<file path="config.mk">
export PLATFORM = sky130hd
export DESIGN_NAME = mem_access_unit_flat
export DESIGN_NICKNAME = d
export VERILOG_FILES = /design/src/rtl/mem_pkg.sv /design/src/rtl/mem_access_unit_if.sv /design/src/rtl/mem_lane_align.sv /design/src/rtl/mem_access_unit.sv /design/src/flat_wrapper.sv
export SDC_FILE = /design/constraint.sdc
export NUM_CORES = 1
export LEC_CHECK = 0
export ABC_AREA = 1
export ABC_CLOCK_PERIOD_IN_PS = 4000
export BUFFER_PORTS_ARGS = -buffer_cell sky130_fd_sc_hd__buf_2
export CELL_PAD_IN_SITES_DETAIL_PLACEMENT = 0
export CELL_PAD_IN_SITES_GLOBAL_PLACEMENT = 1
export CORE_AREA = 2 2 147 149
export CTS_BUF_LIST = sky130_fd_sc_hd__clkbuf_2 sky130_fd_sc_hd__clkbuf_4 sky130_fd_sc_hd__clkbuf_8
export CTS_CLUSTER_SIZE = 40
export DETAILED_ROUTE_END_ITERATION = 16
export DIE_AREA = 0 0 149 151
export GPL_TIMING_DRIVEN = 1
export PLACE_DENSITY = 0.74
export SETUP_SLACK_MARGIN = 0.1
export SYNTH_ARGS = -nofsm -noshare
export SYNTH_HDL_FRONTEND = slang
export SYNTH_SLANG_ARGS = --single-unit
</file>
<file path="constraint.sdc">
create_clock -name clk -period 4 [get_ports clk]
set_clock_uncertainty 0.15 [all_clocks]
set_input_delay 0.6 -clock clk [delete_from_list [all_inputs] [get_ports clk]]
set_output_delay 0.6 -clock clk [all_outputs]
set_load 0.01 [all_outputs]
</file>
<file path="src/rtl/mem_pkg.sv">
// Shared encodings for the load/store unit: access sizes, AXI response codes
// and the controller state enum.
package mem_pkg;

    localparam logic [1:0] SZ_B = 2'd0;
    localparam logic [1:0] SZ_H = 2'd1;
    localparam logic [1:0] SZ_W = 2'd2;
    localparam logic [1:0] SZ_D = 2'd3;

    localparam logic [1:0] OKAY   = 2'b00;
    localparam logic [1:0] SLVERR = 2'b10;
    localparam logic [1:0] DECERR = 2'b11;

    typedef enum logic [2:0] {
        IDLE,
        RD_ADDR,
        RD_DATA,
        WR_REQ,
        WR_RESP,
        RSP
    } mem_state_e;

    // Any non-OKAY response (including EXOKAY) is reported as an error.
    function automatic logic resp_is_err(input logic [1:0] resp);
        return resp != OKAY;
    endfunction

endpackage

</file>
<file path="src/rtl/mem_access_unit_if.sv">
// Request/response channels to the execute stage plus the AXI4-Lite master bus.
// Every channel transfers on the cycle where valid and ready are both high at the
// rising edge; valid never waits for ready and its payload holds until the transfer.
interface mem_access_unit_if #(
    parameter int XLEN   = 32,
    parameter int ADDR_W = 32
);
    import mem_pkg::*;

    logic              req_valid;
    logic              req_ready;
    logic              req_we;
    logic [ADDR_W-1:0] req_addr;
    logic [XLEN-1:0]   req_wdata;
    logic [1:0]        req_size;
    logic              req_unsigned;

    logic              rsp_valid;
    logic              rsp_ready;
    logic [XLEN-1:0]   rsp_rdata;
    logic              rsp_err;

    logic [ADDR_W-1:0] araddr;
    logic              arvalid;
    logic              arready;
    logic [XLEN-1:0]   rdata;
    logic [1:0]        rresp;
    logic              rvalid;
    logic              rready;

    logic [ADDR_W-1:0] awaddr;
    logic              awvalid;
    logic              awready;
    logic [XLEN-1:0]   wdata;
    logic [XLEN/8-1:0] wstrb;
    logic              wvalid;
    logic              wready;
    logic [1:0]        bresp;
    logic              bvalid;
    logic              bready;

    mem_state_e        dbg_state;

    modport master (
        input  req_valid, req_we, req_addr, req_wdata, req_size, req_unsigned,
        output req_ready,
        output rsp_valid, rsp_rdata, rsp_err,
        input  rsp_ready,
        output araddr, arvalid, rready,
        input  arready, rdata, rresp, rvalid,
        output awaddr, awvalid, wdata, wstrb, wvalid, bready,
        input  awready, wready, bresp, bvalid,
        output dbg_state
    );

    modport slave (
        output req_valid, req_we, req_addr, req_wdata, req_size, req_unsigned,
        input  req_ready,
        input  rsp_valid, rsp_rdata, rsp_err,
        output rsp_ready,
        input  araddr, arvalid, rready,
        output arready, rdata, rresp, rvalid,
        input  awaddr, awvalid, wdata, wstrb, wvalid, bready,
        output awready, wready, bresp, bvalid,
        input  dbg_state
    );

endinterface

</file>
<file path="src/rtl/mem_lane_align.sv">
// Byte-lane alignment: load extraction with sign/zero extension, store lane
// replication, write strobes and the misalignment check.
module mem_lane_align
    import mem_pkg::*;
#(
    parameter  int XLEN   = 32,
    localparam int STRB_W = XLEN / 8,
    localparam int OFF_W  = $clog2(STRB_W)
) (
    input  logic [1:0]        size,
    input  logic [OFF_W-1:0]  offset,
    input  logic              is_unsigned,
    input  logic [XLEN-1:0]   data,
    output logic [XLEN-1:0]   load_data,
    output logic [XLEN-1:0]   store_data,
    output logic [STRB_W-1:0] strb,
    output logic              misaligned
);

    logic [XLEN-1:0]   shifted;
    logic [XLEN-1:0]   mask;
    logic              sign_bit;
    logic [OFF_W-1:0]  low_mask;
    logic [STRB_W-1:0] strb_base;

    always_comb begin
        shifted    = data >> {offset, 3'b000};
        mask       = '1;
        sign_bit   = shifted[XLEN-1];
        store_data = data;
        strb_base  = '1;
        low_mask   = '1;
        case (size)
            SZ_B: begin
                mask       = XLEN'(8'hFF);
                sign_bit   = shifted[7];
                store_data = {STRB_W{data[7:0]}};
                strb_base  = STRB_W'(1'b1);
                low_mask   = '0;
            end
            SZ_H: begin
                mask       = XLEN'(16'hFFFF);
                sign_bit   = shifted[15];
                store_data = {(XLEN/16){data[15:0]}};
                strb_base  = STRB_W'(2'b11);
                low_mask   = OFF_W'(1);
            end
            SZ_W: begin
                mask       = XLEN'(32'hFFFF_FFFF);
                sign_bit   = shifted[31];
                store_data = {(XLEN/32){data[31:0]}};
                strb_base  = STRB_W'(4'hF);
                low_mask   = OFF_W'(3);
            end
            default: ;
        endcase
        // Bits above the access width are either copies of the sign bit or zero.
        load_data  = (shifted & mask) | ((sign_bit && !is_unsigned) ? ~mask : '0);
        strb       = strb_base << offset;
        misaligned = ((offset & low_mask) != '0) || (size == SZ_D && XLEN == 32);
    end

endmodule

</file>
<file path="src/rtl/mem_access_unit.sv">
// Multi-cycle load/store unit: one request at a time, issued as an AXI4-Lite
// read or write, answered on a registered response channel.
module mem_access_unit
    import mem_pkg::*;
#(
    parameter int XLEN   = 32,
    parameter int ADDR_W = 32
) (
    input  logic             clk,
    input  logic             rst,
    mem_access_unit_if.master bus
);

    localparam int STRB_W = XLEN / 8;
    localparam int OFF_W  = $clog2(STRB_W);

    mem_state_e state_q, state_n;

    logic              we_q, uns_q;
    logic [1:0]        size_q;
    logic [ADDR_W-1:0] addr_q;

    logic              req_ready_q, arvalid_q, rready_q, awvalid_q, wvalid_q, bready_q;
    logic              rsp_valid_q, rsp_err_q;
    logic [XLEN-1:0]   rsp_rdata_q, wdata_q;
    logic [STRB_W-1:0] wstrb_q;

    logic              idle, accept, aw_done, w_done, misaligned;
    logic [1:0]        al_size;
    logic [OFF_W-1:0]  al_off;
    logic [XLEN-1:0]   al_data, load_data, store_data;
    logic [STRB_W-1:0] strb;

    assign idle    = (state_q == IDLE);
    assign accept  = idle && bus.req_valid;
    assign aw_done = !awvalid_q || bus.awready;
    assign w_done  = !wvalid_q || bus.wready;

    // One aligner serves both ends: the incoming request while idle, the read beat afterwards.
    assign al_size = idle ? bus.req_size : size_q;
    assign al_off  = idle ? bus.req_addr[OFF_W-1:0] : addr_q[OFF_W-1:0];
    assign al_data = idle ? bus.req_wdata : bus.rdata;

    mem_lane_align #(.XLEN(XLEN)) u_align (
        .size        (al_size),
        .offset      (al_off),
        .is_unsigned (uns_q),
        .data        (al_data),
        .load_data   (load_data),
        .store_data  (store_data),
        .strb        (strb),
        .misaligned  (misaligned)
    );

    always_comb begin
        state_n = state_q;
        case (state_q)
            IDLE: begin
                if (bus.req_valid) begin
                    if (misaligned)      state_n = RSP;
                    else if (bus.req_we) state_n = WR_REQ;
                    else                 state_n = RD_ADDR;
                end
            end
            RD_ADDR: if (bus.arready)       state_n = RD_DATA;
            RD_DATA: if (bus.rvalid)        state_n = RSP;
            WR_REQ:  if (aw_done && w_done) state_n = WR_RESP;
            WR_RESP: if (bus.bvalid)        state_n = RSP;
            RSP:     if (bus.rsp_ready)     state_n = IDLE;
            default:                        state_n = IDLE;
        endcase
    end

    always_ff @(posedge clk or posedge rst) begin
        if (rst) state_q <= IDLE;
        else     state_q <= state_n;
    end

    always_ff @(posedge clk or posedge rst) begin
        if (rst) begin
            we_q        <= 1'b0;
            uns_q       <= 1'b0;
            size_q      <= SZ_B;
            addr_q      <= '0;
            req_ready_q <= 1'b1;
            arvalid_q   <= 1'b0;
            rready_q    <= 1'b0;
            awvalid_q   <= 1'b0;
            wvalid_q    <= 1'b0;
            bready_q    <= 1'b0;
            rsp_valid_q <= 1'b0;
            rsp_err_q   <= 1'b0;
            rsp_rdata_q <= '0;
            wdata_q     <= '0;
            wstrb_q     <= '0;
        end else begin
            // Handshake outputs are decoded from the next state so they are pure flops.
            req_ready_q <= (state_n == IDLE);
            arvalid_q   <= (state_n == RD_ADDR);
            rready_q    <= (state_n == RD_DATA);
            bready_q    <= (state_n == WR_RESP);
            rsp_valid_q <= (state_n == RSP);

            if (accept) begin
                we_q    <= bus.req_we;
                uns_q   <= bus.req_unsigned;
                size_q  <= bus.req_size;
                addr_q  <= bus.req_addr;
                wdata_q <= store_data;
                wstrb_q <= strb;
            end

            if (accept && !misaligned && bus.req_we) begin
                awvalid_q <= 1'b1;
                wvalid_q  <= 1'b1;
            end else if (state_q == WR_REQ) begin
                if (bus.awready) awvalid_q <= 1'b0;
                if (bus.wready)  wvalid_q  <= 1'b0;
            end

            if (accept && misaligned) begin
                rsp_err_q   <= 1'b1;
                rsp_rdata_q <= '0;
            end else if (state_q == RD_DATA && bus.rvalid) begin
                rsp_err_q   <= resp_is_err(bus.rresp);
                rsp_rdata_q <= resp_is_err(bus.rresp) ? '0 : load_data;
            end else if (state_q == WR_RESP && bus.bvalid) begin
                rsp_err_q   <= resp_is_err(bus.bresp);
                rsp_rdata_q <= '0;
            end else if (state_q == RSP && bus.rsp_ready) begin
                rsp_err_q   <= 1'b0;
                rsp_rdata_q <= '0;
            end
        end
    end

    assign bus.req_ready = req_ready_q;
    assign bus.rsp_valid = rsp_valid_q;
    assign bus.rsp_rdata = rsp_rdata_q;
    assign bus.rsp_err   = rsp_err_q;
    assign bus.araddr    = {addr_q[ADDR_W-1:OFF_W], {OFF_W{1'b0}}};
    assign bus.arvalid   = arvalid_q;
    assign bus.rready    = rready_q;
    assign bus.awaddr    = {addr_q[ADDR_W-1:OFF_W], {OFF_W{1'b0}}};
    assign bus.awvalid   = awvalid_q;
    assign bus.wdata     = wdata_q;
    assign bus.wstrb     = wstrb_q;
    assign bus.wvalid    = wvalid_q;
    assign bus.bready    = bready_q;
    assign bus.dbg_state = state_q;

    logic unused_we;
    assign unused_we = we_q;

endmodule

</file>
<file path="src/flat_wrapper.sv">
// flat-port wrapper written by rule: the top's interface ports become plain ports
module mem_access_unit_flat import mem_pkg::*;
#(
    parameter int XLEN   = 32,
    parameter int ADDR_W = 32
)
  (clk, rst, bus_req_valid, bus_req_we, bus_req_addr, bus_req_wdata, bus_req_size, bus_req_unsigned, bus_req_ready, bus_rsp_valid, bus_rsp_rdata, bus_rsp_err, bus_rsp_ready, bus_araddr, bus_arvalid, bus_rready, bus_arready, bus_rdata, bus_rresp, bus_rvalid, bus_awaddr, bus_awvalid, bus_wdata, bus_wstrb, bus_wvalid, bus_bready, bus_awready, bus_wready, bus_bresp, bus_bvalid, bus_dbg_state);
  mem_access_unit_if #(.XLEN(XLEN), .ADDR_W(ADDR_W)) bus_i ();
  input  logic clk;
  input  logic rst;
  input wire logic [$bits(bus_i.req_valid)-1:0] bus_req_valid;
  input wire logic [$bits(bus_i.req_we)-1:0] bus_req_we;
  input wire logic [$bits(bus_i.req_addr)-1:0] bus_req_addr;
  input wire logic [$bits(bus_i.req_wdata)-1:0] bus_req_wdata;
  input wire logic [$bits(bus_i.req_size)-1:0] bus_req_size;
  input wire logic [$bits(bus_i.req_unsigned)-1:0] bus_req_unsigned;
  output wire logic [$bits(bus_i.req_ready)-1:0] bus_req_ready;
  output wire logic [$bits(bus_i.rsp_valid)-1:0] bus_rsp_valid;
  output wire logic [$bits(bus_i.rsp_rdata)-1:0] bus_rsp_rdata;
  output wire logic [$bits(bus_i.rsp_err)-1:0] bus_rsp_err;
  input wire logic [$bits(bus_i.rsp_ready)-1:0] bus_rsp_ready;
  output wire logic [$bits(bus_i.araddr)-1:0] bus_araddr;
  output wire logic [$bits(bus_i.arvalid)-1:0] bus_arvalid;
  output wire logic [$bits(bus_i.rready)-1:0] bus_rready;
  input wire logic [$bits(bus_i.arready)-1:0] bus_arready;
  input wire logic [$bits(bus_i.rdata)-1:0] bus_rdata;
  input wire logic [$bits(bus_i.rresp)-1:0] bus_rresp;
  input wire logic [$bits(bus_i.rvalid)-1:0] bus_rvalid;
  output wire logic [$bits(bus_i.awaddr)-1:0] bus_awaddr;
  output wire logic [$bits(bus_i.awvalid)-1:0] bus_awvalid;
  output wire logic [$bits(bus_i.wdata)-1:0] bus_wdata;
  output wire logic [$bits(bus_i.wstrb)-1:0] bus_wstrb;
  output wire logic [$bits(bus_i.wvalid)-1:0] bus_wvalid;
  output wire logic [$bits(bus_i.bready)-1:0] bus_bready;
  input wire logic [$bits(bus_i.awready)-1:0] bus_awready;
  input wire logic [$bits(bus_i.wready)-1:0] bus_wready;
  input wire logic [$bits(bus_i.bresp)-1:0] bus_bresp;
  input wire logic [$bits(bus_i.bvalid)-1:0] bus_bvalid;
  output wire logic [$bits(bus_i.dbg_state)-1:0] bus_dbg_state;
  assign bus_i.req_valid = bus_req_valid;
  assign bus_i.req_we = bus_req_we;
  assign bus_i.req_addr = bus_req_addr;
  assign bus_i.req_wdata = bus_req_wdata;
  assign bus_i.req_size = bus_req_size;
  assign bus_i.req_unsigned = bus_req_unsigned;
  assign bus_req_ready = bus_i.req_ready;
  assign bus_rsp_valid = bus_i.rsp_valid;
  assign bus_rsp_rdata = bus_i.rsp_rdata;
  assign bus_rsp_err = bus_i.rsp_err;
  assign bus_i.rsp_ready = bus_rsp_ready;
  assign bus_araddr = bus_i.araddr;
  assign bus_arvalid = bus_i.arvalid;
  assign bus_rready = bus_i.rready;
  assign bus_i.arready = bus_arready;
  assign bus_i.rdata = bus_rdata;
  assign bus_i.rresp = bus_rresp;
  assign bus_i.rvalid = bus_rvalid;
  assign bus_awaddr = bus_i.awaddr;
  assign bus_awvalid = bus_i.awvalid;
  assign bus_wdata = bus_i.wdata;
  assign bus_wstrb = bus_i.wstrb;
  assign bus_wvalid = bus_i.wvalid;
  assign bus_bready = bus_i.bready;
  assign bus_i.awready = bus_awready;
  assign bus_i.wready = bus_wready;
  assign bus_i.bresp = bus_bresp;
  assign bus_i.bvalid = bus_bvalid;
  assign bus_dbg_state = bus_i.dbg_state;
  mem_access_unit #(.XLEN(XLEN), .ADDR_W(ADDR_W)) u_core (.clk(clk), .rst(rst), .bus(bus_i));
endmodule
</file>
==> reports/qor.yml, run 1 <==
run_status: "complete, no violations"
seqCellArea_um2: 2854
drive_above_1_share_pct: 30.29
worst_hold_path_type: "in -> async"
drc: 0
post-cts-setup-buffer-count: 0
grt_max_degree: 60
synth_area_leaders: "dfrtp_1 43%, nand2_1 16%, buf_4 7.6%"
numCtsBuffers: 17
rsz0062_at_grt: "no"
fillers: 2265
synth_edf_count: 0
path_clk_slew_ns: 0.07
first_pass_iters: 5
grt_pass1_vias: 6141
pin_count: 256
fin_util_pct: 38.19
setup-violations-final: 0
syn2layout_area_growth_pct: 21.39
drt-total-wl_um: 23350
p_leak_nw: 4.447
period_needed_ns: 2.927
r2r-end: "u_core.bus.req_ready"
cts_resized: 0
ys_types: 34
track_usage_pct: 20.87
cp.required_ns: 4.22
synth_compound_area_share_pct: 13.69
muxShareOfSynthArea_pct: 0
synth.yosys.seq_area_share_pct: 43.56
holdWs_ns: 0.1431
hold_buffers: 0
grt_pass1_wl_um: 35470
final_nets: 1153
clock.fmax_ghz: 0.3417
synth_area_um2: 6551
clkLatencyLatePin_ns: 0.44
slew_violations: 0
slew_headroom_pct: 25.39
synth-seq-cells: 114
worst_setup_path_end_kind: "flop"
die_height_um: 151
ir_drop_mv: 0.3639
vias: 6418
post-route-period-util_pct: 73.17
synthCells: 870
start_util_pct: 31.46
yosysTopAreaCell: "dfrtp_1"
startpoint: "u_core.bus.dbg_state[1]"
multi_input_area_um2: 2733
reg2regPathDepth: 11
cp-start-kind: "flop"
powerDensity_nw_per_um2: 891.6
port_buffers: 251
path_class: "reg -> reg"
die_w_um: 149
max_slew.worst_pin.slew_ns: 1.107
synth_most_common_cell: "nand2_1"
crit_arrival_ns: 3.15
hold_violations: 0
cts_sinks: 114
placed_cells: 1296
async_flop_share_pct: 100.0
final_cells: 1329
drtAntennaViolNets: 0
maxCapViolations: 0
synthAdderAreaFrac_pct: 0
cts_tree: "done"
regToRegStartpoint: "u_core.bus.dbg_state[1]"
synth.top_cell.area_share_pct: 43.16
worstPathMaxFanout: 34
synth_top_family_by_area: "simple AND/OR/NAND/NOR gates"
h-tree-depth: 4
synth_xor_area_share_pct: 0
dp_hpwl_um: 17280
endpoint: "u_core.bus.req_ready"
synthSimpleGateAreaFrac_pct: 27.65
rows: 53
via_per_inst: 4.829
synth_common_cells: "282 x nand2_1, 113 x dfrtp_1, 66 x buf_4, 57 x o21ai_0"
reg2reg_slack_ns: 1.07
synth_ff_type: "dfrtp_1"
cts.root.buffer_cell: "clkbuf_8"
drtIter0Drc: 365
die_area_um2: 22500
post_drt_wl_per_cell_um: 17.57
place.gp.congestion: 0.8731
overflow: 0
yosys_warnings: 0
clock_path_buffers: 2
grt_antenna_before_repair: 1
syn_avg_cell_area_um2: 7.530
core_um2: 20820
tns_ns: 0
-- how the worst min path moves through the flow --
stage	start	end	slack [ns]	depth (start not counted)
4_1_cts	rst	u_core.addr_q[16]	0.15	2
2_1_floorplan	u_core.uns_q	u_core.uns_q	0.30	2
5_1_grt	bus_req_addr[26]	u_core.addr_q[26]	0.17	3
3_5_place_dp	u_core.bus.wdata[2]	u_core.bus.wdata[2]	0.31	2
6_report	rst	u_core.addr_q[16]	0.14	2
3_3_place_gp	u_core.bus.wdata[2]	u_core.bus.wdata[2]	0.31	2
-- logic make-up (layout without fill, tap and decap cells) --
logic type             count (synthesis)  after routing
and+or+nand+nor                      427            427
other                                  1              5
DFF                                  114            114
buffers and inverters                176            356
AOI/OAI and AO/OA                    152            152
-- through the flow --
stage	setup WS, ns	area, um^2	power, W
after global routing	0.7867	7953	0.007716
after detailed placement	1.084	7520	0.005914
after global placement	1.157	7520	0.005894
after floorplan	0.2359	6563	0.004895
final	1.073	7953	0.007091
after CTS	1.065	7950	0.007149
-- routing by layer --
metal	global-route usage (%)	vias to the layer above	wire length, um
met5	0	-	0
met4	5.810	0	325
met3	6.084	26	1834
met2	34.47	270	11040
met1	26.71	3012	10150
li1	-	3110	-
-- where the power goes --
part / switching [W] / total (W) / internal (W)
Combinational: 0.00269 / 0.00396 / 0.00127
Clock: 0.000498 / 0.00121 / 0.000710
Sequential: 0.000301 / 0.00192 / 0.00162
-- flip-flops by register name (all words and copies together), names as in the netlist --
name,flops
u_core.bus.rsp_valid,1
u_core.bus.rsp_err,1
u_core.bus.wvalid,1
u_core.bus.dbg_state,3
u_core.addr_q,32
u_core.bus.bready,1
u_core.bus.arvalid,1
u_core.bus.rready,1
u_core.size_q,2
u_core.uns_q,1
u_core.bus.awvalid,1
u_core.bus.wdata,32
u_core.bus.wstrb,4
u_core.bus.req_ready,1
u_core.bus.rsp_rdata,32
-- placed cells by master, fill, tap and decap left out, drive strengths merged --
cell	netlist	routed
a21oi	29	29
o21ai	83	83
nand3b	2	2
nand4	34	34
dfstp	1	1
nor2	43	43
diode	0	1
nand2	289	289
o31ai	1	1
o22a	8	8
a2bb2oi	7	7
dfrtp	113	113
clkinvlp	0	2
nand3	57	57
o22ai	1	1
o221a	1	1
clkinv	0	5
inv	58	58
conb	1	4
nor3	2	2
buf	98	266
o211ai	4	4
clkbuf	20	21
o21a	18	18
bufinv	0	4
-- layout make-up --
type	count	share of cell area, %
inverters	58	2.769
diodes	1	0.03147
well taps	275	4.327
clock buffers	21	3.398
flip-flops and latches	114	35.89
repair buffers	266	17.21
clock inverters	11	2.014
multi-input cells	583	34.36
-- critical path, cell delays in order (launching register included) --
cell and delay, ns:
dfrtp_1 0.49, nor2_4 0.07, nand2_2 0.30, nand2_1 0.16, o21ai_4 0.08, buf_4 0.26
nand2_2 0.33, nand2_1 0.22, nand2_1 0.11, nand2_4 0.31, nand2_2 0.16, nor3_2 0.19
Power figures use the tool's default switching activity.
==> run 2: changes to the inputs <==
Settings changed: ABC_CLOCK_PERIOD_IN_PS 4000 to 2400.
Clock period 4 ns to 2.4 ns, I/O delays scaled along.
==> reports/qor.yml, run 2 (synthesis results as in run 1) <==
design_area_um2: 8613  # +8.3%
maxCapViolations: 0  # unchanged
most-common-layout-cells: "280 x nand2_1, 251 x buf_2, 113 x dfrtp_1"
track_usage_pct: 21.13  # +0.26 points
drtIter0Drc: 461  # +26%
regToRegStartpoint: "u_core.bus.dbg_state[2]"
min_delay_worst_endpoint: "u_core.bus.wvalid"
final_nets: 1213  # +5.2%
die_w_um: 149  # unchanged
dpl-instance-area_um2: 7844  # +4.3%
dp_hpwl_um: 17680  # +2.3%
slew_headroom_pct: 56.06  # +31 points
syn2layout_area_growth_pct: 31.47
start_util_pct: 31.46  # unchanged
powerDensity_nw_per_um2: 1443  # +62%
ir_drop_mv: 0.4969  # +37%
post-route-period-util_pct: 91.06  # +18 points
post-cts-setup-buffer-count: 0  # unchanged
grt_max_degree: 60  # unchanged
diodes: 0  # -1
rsz0062_at_grt: "yes"
reg2reg_slack_ns: 0.21  # -0.86 ns
port_buffers: 251  # unchanged
path_class: "reg -> reg"
worst_setup_path_end_kind: "flop"
crit_arrival_ns: 2.33  # -0.82 ns
dpl_worst_slack_ns: 0.08085  # -1.003 ns
cp-start-kind: "flop"
cp.required_ns: 2.55  # -1.67 ns
core_um2: 20820  # unchanged
setup-violations-final: 0  # unchanged
grt_antenna_before_repair: 0  # -1
vias: 6652  # +3.6%
overflow: 0  # unchanged
post_drt_wl_per_cell_um: 17.13  # -2.5%
drc: 0  # unchanged
mostFrequentLayoutCell: "nand2_1"
period_needed_ns: 2.185  # -0.7413 ns
path_clk_slew_ns: 0.08  # about the same
grt_pass1_wl_um: 36010  # +1.5%
setup_ws_ns: 0.2146  # -0.8587 ns
hold_path.startpoint: "bus_wready"
drtAntennaViolNets: 0  # unchanged
tns_ns: 0  # unchanged
first_pass_iters: 7  # +2
die_height_um: 151  # unchanged
cts.root.buffer_cell: "clkbuf_8"
clock.fmax_ghz: 0.4576  # +34%
pin_count: 256  # unchanged
die_area_um2: 22500  # unchanged
cts_tree: "done"
grt_pass1_vias: 6396  # +4.2%
worst_hold_path_type: "in -> reg"
hold_depth: 4
h-tree-depth: 4  # unchanged
worstPathMaxFanout: 15  # -56%
numCtsBuffers: 17  # unchanged
clkLatencyLatePin_ns: 0.45  # about the same
max_slew.worst_pin.slew_ns: 0.6584  # -0.4491 ns
run_status: "complete, no violations"
p_leak_nw: 4.764  # +7.1%
r2r-end: "u_core.bus.rsp_rdata[0]"
cts_sinks: 114  # unchanged
clock_path_buffers: 2  # unchanged
drive_above_1_share_pct: 31.36  # +1.1 points
slew_violations: 0  # unchanged
rows: 53  # unchanged
drt-total-wl_um: 23770  # +1.8%
reg2regPathDepth: 9  # -2
place.gp.congestion: 0.8589  # -1.6%
via_per_inst: 4.793  # -0.76%
hold_violations: 0  # unchanged
==> run 2: cell types whose count changed in the layout (fill, tap and decap cells not counted), sizes merged <==
cell,change
dlygate4sd3,+32
buf,+28
clkbuf,+6
bufinv,-3
clkinv,-1
clkinvlp,-1
diode,-1
inv,-1
==> run 2: final cells by class <==
| type | count | area, um^2 |
|---|---|---|
| Multi-Input combinational cell | 583 | 2769 |
| Clock inverter | 5 | 50.05 |
| Sequential cell | 114 | 2854 |
| Inverter | 58 | 224.0 |
| Timing Repair Buffer | 326 | 2019 |
| Tap cell | 275 | 344.1 |
| Fill cell | 2194 | 12210 |
| Clock buffer | 27 | 352.8 |
==> run 2: how the worst max path moves through the flow <==
stage / from / end / slack [ns]
after floorplan: u_core.bus.dbg_state[1] / u_core.bus.rsp_rdata[23] / 0.36
after global placement: u_core.bus.dbg_state[1] / u_core.bus.rsp_rdata[9] / 0.11
after detailed placement: u_core.bus.dbg_state[1] / u_core.bus.rsp_rdata[9] / 0.08
after CTS: u_core.bus.dbg_state[1] / u_core.bus.rsp_rdata[9] / 0.15
after global routing: u_core.bus.dbg_state[1] / u_core.bus.rsp_rdata[5] / 0.07
final: u_core.bus.dbg_state[2] / u_core.bus.rsp_rdata[0] / 0.21
==> run 2: power by group <==
part | total, W | switching (W) | leakage [nW] | internal [W]
combinational | 0.00738 | 0.00472 | 3.12 | 0.00266
clock | 0.00185 | 0.000804 | 0.216 | 0.00104
sequential | 0.00321 | 0.000499 | 1.43 | 0.00271
==> run 2: per-layer routing <==
metal / global-route usage [%] / routed length, um / vias up
met5: 0 / 0 / -
met4: 6.619 / 493 / 0
met3: 5.602 / 1934 / 35
met2: 35.81 / 11290 / 297
met1: 26.36 / 10060 / 3086
li1: - / - / 3234
==> run 2: worst max-delay path: stages (launching register included) <==
cell,delay [ns]
dfrtp_1,0.45
inv_2,0.12
buf_4,0.22
nand3b_1,0.12
nand2_2,0.12
buf_4,0.17
buf_4,0.17
o21ai_0,0.10
o21ai_0,0.26
o21ai_1,0.13
==> run 2: through the flow <==
step	util, %	total power (W)	instances	hold slack (ns)
finish	41.37	0.01243	1388	0.01860
global route	41.37	0.01349	1388	0.02094
CTS	41.20	0.01244	1388	0.0001752
detailed placement	37.67	0.01048	1324	0.3172
global placement	37.67	0.01046	1324	0.3116
floorplan	-	0.008159	873	0.2996
==> run 2: what timing repair did <==
action,CTS,global route
hold buffers,32,0
hold endpoints to repair,51,0
endpoints found under the setup margin,15,32
resized for setup,2,8
pin swaps,0,0
